File: src/rtl/huffman_sched.sv
// Round-robin frame scheduler sharing one huffman core between two pixel sources.
// Clears the core, streams one frame from the granted source, then returns the captured results.
module huffman_sched #(
    parameter int FRAME_LEN  = 100,
    parameter int CLR_CYCLES = 2,
    parameter int TIMEOUT    = 255
) (
    input  logic        clk,
    input  logic        reset,
    input  logic [1:0]  req,
    output logic [1:0]  gnt,
    input  logic [1:0]  pix_valid,
    input  logic [7:0]  pix_data0,
    input  logic [7:0]  pix_data1,
    output logic [1:0]  pix_ready,
    output logic        core_reset,
    output logic        gray_valid,
    output logic [7:0]  gray_data,
    input  logic        CNT_valid,
    input  logic        code_valid,
    input  logic [47:0] core_cnt,
    input  logic [47:0] core_hc,
    input  logic [47:0] core_m,
    output logic        done,
    output logic        done_id,
    output logic        err_timeout,
    output logic [47:0] res_cnt,
    output logic [47:0] res_hc,
    output logic [47:0] res_m
);

    typedef enum logic [2:0] {
        S_IDLE = 3'd0,
        S_CLR  = 3'd1,
        S_LOAD = 3'd2,
        S_WAIT = 3'd3,
        S_DONE = 3'd4
    } state_t;

    state_t      state_q, state_d;
    logic [1:0]  gnt_q, gnt_d;
    logic        g_q, g_d;
    logic        rr_q, rr_d;
    logic [7:0]  clr_cnt_q, clr_cnt_d;
    logic [7:0]  xfer_cnt_q, xfer_cnt_d;
    logic [7:0]  wait_cnt_q, wait_cnt_d;
    logic        cnt_seen_q, cnt_seen_d;
    logic        done_q, done_d;
    logic        done_id_q, done_id_d;
    logic        err_q, err_d;
    logic [47:0] res_cnt_q, res_cnt_d;
    logic [47:0] res_hc_q, res_hc_d;
    logic [47:0] res_m_q, res_m_d;
    logic        sel_s;
    logic        load_rdy_s;
    logic        xfer_s;

    // Datapath toward the core: pass-through of the granted source while loading.
    always_comb begin
        sel_s      = (req == 2'b11) ? rr_q : req[1];
        load_rdy_s = (state_q == S_LOAD) && (xfer_cnt_q < 8'(FRAME_LEN));
        xfer_s     = load_rdy_s && pix_valid[g_q];
        core_reset = !((state_q == S_LOAD) || (state_q == S_WAIT));
        if (state_q == S_LOAD) begin
            gray_valid = pix_valid[g_q];
            gray_data  = g_q ? pix_data1 : pix_data0;
        end else begin
            gray_valid = 1'b0;
            gray_data  = 8'h00;
        end
        if (load_rdy_s) begin
            pix_ready = g_q ? 2'b10 : 2'b01;
        end else begin
            pix_ready = 2'b00;
        end
    end

    // Job sequencing and result capture.
    always_comb begin
        state_d    = state_q;
        gnt_d      = gnt_q;
        g_d        = g_q;
        rr_d       = rr_q;
        clr_cnt_d  = clr_cnt_q;
        xfer_cnt_d = xfer_cnt_q;
        wait_cnt_d = wait_cnt_q;
        cnt_seen_d = cnt_seen_q;
        res_cnt_d  = res_cnt_q;
        res_hc_d   = res_hc_q;
        res_m_d    = res_m_q;
        done_id_d  = done_id_q;
        done_d     = 1'b0;
        err_d      = 1'b0;
        case (state_q)
            S_IDLE: begin
                if (req != 2'b00) begin
                    g_d        = sel_s;
                    gnt_d      = sel_s ? 2'b10 : 2'b01;
                    rr_d       = ~sel_s;
                    clr_cnt_d  = 8'd0;
                    xfer_cnt_d = 8'd0;
                    wait_cnt_d = 8'd0;
                    cnt_seen_d = 1'b0;
                    state_d    = S_CLR;
                end else begin
                    state_d = S_IDLE;
                end
            end
            S_CLR: begin
                if (clr_cnt_q == 8'(CLR_CYCLES - 1)) begin
                    state_d = S_LOAD;
                end else begin
                    clr_cnt_d = clr_cnt_q + 8'd1;
                end
            end
            S_LOAD: begin
                if (xfer_s) begin
                    xfer_cnt_d = xfer_cnt_q + 8'd1;
                    if (xfer_cnt_q == 8'(FRAME_LEN - 1)) begin
                        state_d = S_WAIT;
                    end else begin
                        state_d = S_LOAD;
                    end
                end else begin
                    state_d = S_LOAD;
                end
            end
            S_WAIT: begin
                if (CNT_valid && !cnt_seen_q) begin
                    res_cnt_d  = core_cnt;
                    cnt_seen_d = 1'b1;
                end else begin
                    cnt_seen_d = cnt_seen_q;
                end
                // A late code_valid still wins over the terminal timeout count.
                if (code_valid) begin
                    res_hc_d  = core_hc;
                    res_m_d   = core_m;
                    done_d    = 1'b1;
                    done_id_d = g_q;
                    state_d   = S_DONE;
                end else if (wait_cnt_q == 8'(TIMEOUT - 1)) begin
                    done_d    = 1'b1;
                    err_d     = 1'b1;
                    done_id_d = g_q;
                    state_d   = S_DONE;
                end else begin
                    wait_cnt_d = wait_cnt_q + 8'd1;
                end
            end
            S_DONE: begin
                gnt_d   = 2'b00;
                state_d = S_IDLE;
            end
            default: begin
                gnt_d   = 2'b00;
                state_d = S_IDLE;
            end
        endcase
    end

    // State and result registers.
    always_ff @(posedge clk or negedge reset) begin
        if (!reset) begin
            state_q    <= S_IDLE;
            gnt_q      <= 2'b00;
            g_q        <= 1'b0;
            rr_q       <= 1'b0;
            clr_cnt_q  <= 8'd0;
            xfer_cnt_q <= 8'd0;
            wait_cnt_q <= 8'd0;
            cnt_seen_q <= 1'b0;
            done_q     <= 1'b0;
            done_id_q  <= 1'b0;
            err_q      <= 1'b0;
            res_cnt_q  <= 48'd0;
            res_hc_q   <= 48'd0;
            res_m_q    <= 48'd0;
        end else begin
            state_q    <= state_d;
            gnt_q      <= gnt_d;
            g_q        <= g_d;
            rr_q       <= rr_d;
            clr_cnt_q  <= clr_cnt_d;
            xfer_cnt_q <= xfer_cnt_d;
            wait_cnt_q <= wait_cnt_d;
            cnt_seen_q <= cnt_seen_d;
            done_q     <= done_d;
            done_id_q  <= done_id_d;
            err_q      <= err_d;
            res_cnt_q  <= res_cnt_d;
            res_hc_q   <= res_hc_d;
            res_m_q    <= res_m_d;
        end
    end

    assign gnt         = gnt_q;
    assign done        = done_q;
    assign done_id     = done_id_q;
    assign err_timeout = err_q;
    assign res_cnt     = res_cnt_q;
    assign res_hc      = res_hc_q;
    assign res_m       = res_m_q;

endmodule

File: config.mk
export PLATFORM = sky130hd
export DESIGN_NAME = huffman_sched
export DESIGN_NICKNAME = d
export VERILOG_FILES = /design/src/rtl/huffman_sched.sv
export SDC_FILE = /design/constraint.sdc
export NUM_CORES = 1
export LEC_CHECK = 0
export BUFFER_PORTS_ARGS = -buffer_cell sky130_fd_sc_hd__buf_2
export CAP_MARGIN = 20
export CORE_MARGIN = 3
export CORE_UTILIZATION = 35
export CTS_CLUSTER_DIAMETER = 120
export DETAILED_ROUTE_END_ITERATION = 8
export SLEW_MARGIN = 20
export SYNTH_ARGS = -nofsm -noshare
export SYNTH_HDL_FRONTEND = slang
export SYNTH_SLANG_ARGS = --single-unit
File: constraint.sdc
create_clock -name clk -period 2.2 [get_ports clk]
set_input_delay 0.22 -clock clk [delete_from_list [all_inputs] [get_ports clk]]
set_output_delay 0.22 -clock clk [all_outputs]
set_load 0.01 [all_outputs]
==> results of run 1 <==
## repair_timing
| item | 4_1_cts | 5_1_grt |
|---|---|---|
| hold endpoints to repair | 51 | 0 |
| gates resized for setup | 0 | 0 |
| setup buffers | 0 | 0 |
| hold buffers | 6 | 0 |
## cell families after synthesis
| logic type | Yosys count |
|---|---|
| flip-flops | 179 |
| multiplexers | 160 |
| AND/OR/NAND/NOR | 95 |
| AO/OA/AOI/OAI | 36 |
| buffers and inverters | 28 |
| XOR/XNOR | 5 |
| adder cells (fa/ha/maj) | 5 |
## cell type report
class                           count  area, sq um  share of cell area
Inverter                            5         18.8             0.00188
Tap cell                          270          338              0.0339
Sequential cell                   179         4480               0.450
Multi-Input combinational cell    301         2660               0.266
Clock buffer                       17          425              0.0427
Clock inverter                     14          141              0.0142
Timing Repair Buffer              352         1910               0.191
## per-layer routing
layer,up-vias,part of all wire,track usage
met3,26,0.085,0.0439
met4,0,0.021,0.0558
met2,219,0.48,0.246
met5,-,0,0
met1,2495,0.41,0.182
li1,2502,-,-
## worst register-to-register path, cell delays in order (launching register included)
cell	delay [ns]
dfrtp_1	0.41
inv_1	0.08
ha_1	0.13
or4b_4	0.46
o41ai_4	0.40
nand2_2	0.11
mux2i_1	0.13
## sequential cells by signal, summed over array words and instances (netlist names)
register and cells:
clr_cnt_q 8, cnt_seen_q 1, done 1, done_id 1, err_timeout 1, g_q 1
gnt 2, res_cnt 48, res_hc 48, res_m 48, rr_q 1, state_q 3
wait_cnt_q 8, xfer_cnt_q 8
## power by group through the flow
stage	clock network (mW)	logic (mW)	registers, mW
after floorplan	0	2.47	6.20
after global placement	0	5.44	5.47
after detailed placement	0	5.50	5.53
after CTS	3.04	5.52	5.48
after global routing	3.16	5.91	5.64
final	2.94	5.40	5.46
## path summary, 6_finish.rpt
path	endpoint	depth (start not counted)
hold reg to reg	res_cnt[35]	1
hold / removal	res_cnt[33]	2
min in group asynchronous	res_hc[20]	2
setup reg to reg	clr_cnt_q[1]	6
setup / recovery	gray_valid	4
max in group asynchronous	res_hc[0]	3
## synth_stat cells, types with 2 or more instances
cell,count
buf_4,2
and3_1,3
a21oi_1,7
a31oi_1,4
dfrtp_1,179
nor3_1,6
mux2_1,2
xnor2_1,3
clkbuf_1,3
and2_1,3
nand2_1,23
or3_1,3
nor2b_1,4
nand4_1,3
xor2_1,2
a32oi_1,2
mux2i_1,14
nor2_1,21
o211ai_1,2
o31ai_1,3
o21ai_0,10
inv_1,5
mux2_2,144
buf_2,10
nand2b_1,4
ha_1,5
buf_6,7
nand3_1,12
nand2_2,2
## through the flow
stage / setup slack [ns] / std cells / instance area (sq um) / power, mW
2_1_floorplan: 0.491 / 508 / 7300 / 8.67
3_3_place_gp: 0.387 / 1101 / 9340 / 10.9
3_5_place_dp: 0.368 / 1101 / 9340 / 11.0
4_1_cts: 0.0664 / 1138 / 9960 / 14.0
5_1_grt: 0.00706 / 1138 / 9960 / 14.7
6_report: 0.101 / 1138 / 9960 / 13.8
==> results.md, run 1 <==
- Outcome: finished, final reports clean
- Worst Max-Slew Pin Slew: 0.532 ns
- Critical Path Start: state_q[2]
- Die height: 150 um
- Seq cells post-synth: 179
- Antenna violations before repair: 0
- Power Dens Cells: roughly 1400 nW/um^2
- Die Area: between 20000 and 25000 sq um
- Post-DP HPWL: 13200 um
- CTS tree: yes
- Setup TNS: 0 ns
- Adder-Cell Fraction of Synth Area: 0.00857
- FFs w/ async S/R, synth: 1.00
- Clk Latency, worst-skew pair: 0.42 ns
- TritonCTS Buffers: 17
- Synth Flop Type: dfrtp_1
- Antenna-violating nets left: 0
- Peak VDD IR: 0.561 mV
- Routed Wire Length: 17600 um
- Final GP Congestion: 0.773
- Unrepaired setup endpoints after global routing: false
- Ys Warns: 0
- Commonest non-fill, non-tap cells in the layout: buf_2 (327), dfrtp_1 (179), mux2_2 (144)
- Congestion Overflow GR: 0
- Setup Skew: about 0.0084 ns
- Synth Area in Simple Gates: 0.0677
- Leak Pwr: about 5 nW
- Syn Nets: roughly 700
- Crit-path leading delay family: simple AND/OR/NAND/NOR gates
- Hold path start: core_cnt[33]
- CP Cell Sequence: buf_4 -> or3b_2 -> nor2b_1 -> buf_2
- Clock power frac: 0.213
- Min Hold Slack: 0.0240 ns
- Initial core utilization: 0.359
- Synth area leaders: dfrtp_1 (61%), mux2_2 (22%), mux2i_1 (1.9%)
- Period minus WS final: 2.10 ns
- Commonest non-fill, non-tap cell in the layout: buf_2
- Largest family of logic cells by synthesized area: multiplexers
- Worst EP arrival: approximately 1.9 ns
- Core Rows: 52
- Worst R2R Start: clr_cnt_q[1]
- Min-Delay Path Class: input pin to register
- Share of cells above drive strength 1: 0.613
- Mux contribution to synthesized area: 0.244
- Largest net degree at the start of global routing: 52
- Remaining DRCs: 0
- Power share of the combinational group: 0.391
- Nature of the critical path endpoint: output port
- Finish-stage setup viols: 0
- Tot GR Track Use: 0.148
- Area grow syn2layout: 36.4%
- CTS max path bufs: 2
- Final hold vios: 0
- Root buffer cell: clkbuf_16
- # diodes: 0
- Number of max-cap violations: 0
- Die X: 150 um
- CP max stage cell: or3b_2
- Seq pwr share: 0.396
- Routed len/inst: about 15 um
- Final nets: 1029
- WP data required: slightly below 2 ns
- Syn_area_per_cell: between 10 and 15 sq um
- Post-synth EDFFs: 0
- Share of the synthesized area in the top cell type: 0.613
- Post-synthesis compound-gate area fraction: 0.0356
- DR pass1 iterations: 4
- Register area share after synthesis: 0.613
- Largest area contributor in the netlist: dfrtp_1
- CP max stage delay: between 0.6 and 0.7 ns
- Slew Limit Fails: 0
- Switching share of total power: 0.344
- Number of buffers and inverters on the critical path: 2
- Startpoint types: register
- Via Count: roughly 5200
- Crit path kind: register to output port
- Post-Synthesis Cells: 508
- Psw: 4.75 mW
- Clk slew on worst S/H paths: 0.08 ns
- Cell Area, Synth: 7300 sq um
- H-tree Lvls: 4
- Layout fillers: 1884
- Starting DRC count in detailed routing: 103
- Post-Synth XOR/XNOR Area: 0.00600
- Via/cell ratio: 4.61
- Worst Path Max Fanout: 13
- Post-synth cell types: 49
- Reg-to-reg slack, setup: 0.36 ns
- Vias in the first global route: 5139
- Relative slew margins: 0.645
- Max Fclk: 0.477 GHz
- First-pass GRT wire length: approximately 26000 um
- Ports: ~330
- Clk sinks: 179
- Fin crit share: 0.954
- Floorplan core area: 20400 sq um
- IO buf count: between 300 and 400
- Core Util, Final: 0.489
- Internal Power: ~9.1 mW
Note: power is estimated with default switching activity, not from simulation.
==> run 2: changes to the inputs <==
Settings changed: RECOVER_POWER set to 25.
==> run 2 against run 1 <==
  * Sequential power about the same
  * First-iteration DRC count up 0.97%
  * Sequential share of layout area grew 0.091 points
  * Design area fell by 0.20%
  * Core utilization shrank 0.098 points
  * Global-route usage unchanged
  * Maximum frequency hardly changed
==> results.md, run 2 (same netlist as run 1, synthesis figures left out) <==
- Core Rows: 52 (unchanged)
- Via/cell ratio: 4.61 (about the same)
- Hold path start: core_cnt[33] (unchanged)
- Min-Delay Path Class: input pin to register (unchanged)
- Number of max-cap violations: 0 (unchanged)
- Routed len/inst: 15.5 um (about the same)
- Power share of the combinational group: 0.391 (about the same)
- Period minus WS final: 2.10 ns (about the same)
- Non-Filler Instances: 1138 (unchanged)
- Worst r2r path cells: 6 (unchanged)
- Worst Max-Slew Pin Slew: 1.40 ns (was 0.532 ns)
- Setup Skew: 0.00840 ns (was 0.00841 ns)
- Worst R2R Start: clr_cnt_q[1] (unchanged)
- WP data required: 1.98 ns (about the same)
- Setup Fix Bufs, Post-CTS: 0 (unchanged)
- CP max stage cell: or3b_2 (unchanged)
- Clk sinks: 179 (unchanged)
- Commonest non-fill, non-tap cell in the layout: buf_2 (unchanged)
- Crit-path leading delay family: simple AND/OR/NAND/NOR gates (unchanged)
- Internal Power: 9.05 mW (about the same)
- Antenna violations before repair: 0 (unchanged)
- Number of buffers and inverters on the critical path: 2 (unchanged)
- Seq pwr share: 0.396 (about the same)
- Die X: 150 um (unchanged)
- Peak VDD IR: 0.561 mV (about the same)
- Share of cells above drive strength 1: 0.613 (unchanged)
- TritonCTS Buffers: 17 (unchanged)
- Die height: 150 um (unchanged)
- Die Area: 22600 sq um (unchanged)
- CTS tree: yes (unchanged)
- Vias in the first global route: 5139 (unchanged)
- Switching share of total power: 0.344 (about the same)
- Slew Limit Fails: 0 (unchanged)
- Initial core utilization: 0.359 (unchanged)
- Via Count: 5250 (was 5242)
- H-tree Lvls: 4 (unchanged)
- Startpoint types: register (unchanged)
- Worst r2r dst: clr_cnt_q[1] (unchanged)
- Leak Pwr: 4.95 nW (about the same)
- Final GP Congestion: 0.773 (unchanged)
- Starting DRC count in detailed routing: 104 (was 103)
- Max Fclk: 0.477 GHz (about the same)
- Layout fillers: 1885 (was 1884)
- CP Cell Sequence: buf_4 -> or3b_2 -> nor2b_1 -> buf_2 (unchanged)
- CP max stage delay: 0.62 ns (about the same)
- Clock power frac: 0.213 (about the same)
- Routed Wire Length: 17600 um (about the same)
- # diodes: 0 (unchanged)
- Unrepaired setup endpoints after global routing: false (unchanged)
- Congestion Overflow GR: 0 (unchanged)
- Final hold vios: 0 (unchanged)
- Floorplan core area: 20400 sq um (unchanged)
- Clk slew on worst S/H paths: 0.08 ns (about the same)
- Psw: 4.74 mW (was 4.75 mW)
- Post-CTS Hold Buffers: 6 (unchanged)
- Place WS: 0.368 ns (unchanged)
- Area grow syn2layout: 36.2% (was 36.4%)
- Worst Path Max Fanout: 13 (unchanged)
- First-pass GRT wire length: 26500 um (unchanged)
- Fin crit share: 0.954 (about the same)
- Final Total Pwr: 13.8 mW (about the same)
- Largest net degree at the start of global routing: 52 (unchanged)
- Worst EP arrival: 1.88 ns (about the same)
- Outcome: finished, final reports clean (unchanged)
- Commonest non-fill, non-tap cells in the layout: buf_2 (327), dfrtp_1 (179), mux2_2 (144) (unchanged)
- Remaining DRCs: 0 (unchanged)
- Hold endpoint: res_cnt[33] (unchanged)
- Power Dens Cells: 1390 nW/um^2 (was 1380 nW/um^2)
- Final Worst Setup Slack: 0.102 ns (was 0.101 ns)
- Post-DP HPWL: 13200 um (unchanged)
- Tot GR Track Use: 0.148 (unchanged)
- Root buffer cell: clkbuf_16 (unchanged)
- DR pass1 iterations: 4 (unchanged)
- Reg-to-reg slack, setup: 0.36 ns (about the same)
- Antenna-violating nets left: 0 (unchanged)
- Cells after DPL: 1101 (unchanged)
- Number of gates resized after CTS: 0 (unchanged)
- Relative slew margins: 0.0647 (was 0.645)
- Ports: 329 (unchanged)
- Setup TNS: 0 ns (unchanged)
- Final nets: 1029 (unchanged)
- Clk Latency, worst-skew pair: 0.42 ns (about the same)
- Finish-stage setup viols: 0 (unchanged)
- Hold Path Cell Cnt: 2 (unchanged)
- Crit path kind: register to output port (unchanged)
- IO buf count: 328 (unchanged)
- CTS max path bufs: 2 (unchanged)
- Nature of the critical path endpoint: output port (unchanged)
[run 2: worst max-delay path by stage]
stage                        end  slack [ns]  cells past startpoint    startpoint
finish                gray_valid        0.10                      4    state_q[2]
global route        gray_data[5]       0.007                      4    state_q[2]
CTS                   gray_valid        0.07                      4    state_q[2]
detailed placement  clr_cnt_q[1]        0.37                      6  clr_cnt_q[1]
global placement    clr_cnt_q[1]        0.39                      6  clr_cnt_q[1]
floorplan           clr_cnt_q[1]        0.49                      6  clr_cnt_q[1]
[run 2: worst reg2reg max path: cells and delay by family (launching register included)]
kind                     cells  cell delay [ns]
AND/OR/NAND/NOR              2             0.57
flip-flops                   1             0.41
AO/OA/AOI/OAI                1             0.40
adder cells (fa/ha/maj)      1             0.13
multiplexers                 1             0.13
buffers and inverters        1             0.08
[run 2: power groups by stage]
stage                     Clock, mW  Sequential (mW)  Combinational (mW)
after floorplan                   0             6.20                2.47
after global placement            0             5.47                5.44
after detailed placement          0             5.53                5.50
after CTS                      3.04             5.48                5.52
after global routing           3.16             5.64                5.91
final                          2.94             5.46                5.40
[run 2: through the flow]
stage                      util  area, sq um  hold WS (ns)
final                     0.488         9940        0.0244
after global placement    0.458         9340         0.221
after CTS                 0.489         9960      0.000865
after detailed placement  0.458         9340         0.216
after global routing      0.488         9940       0.00196
after floorplan               -         7300       -0.0756
[run 2: final cells by class]
class / count / area (sq um) / share of cell area
Sequential cell: 179 / 4480 / 0.450
Multi-Input combinational cell: 301 / 2660 / 0.267
Timing Repair Buffer: 352 / 1890 / 0.190
Clock buffer: 17 / 425 / 0.0428
Tap cell: 270 / 338 / 0.0340
Clock inverter: 14 / 141 / 0.0142
Inverter: 5 / 18.8 / 0.00189
[run 2: metal layers]
metal	up-vias	GRT usage	wire length (um)
li1	2503	-	-
met1	2500	0.182	7210
met2	221	0.246	8520
met5	-	0	0
met4	0	0.0558	371
met3	26	0.0439	1510
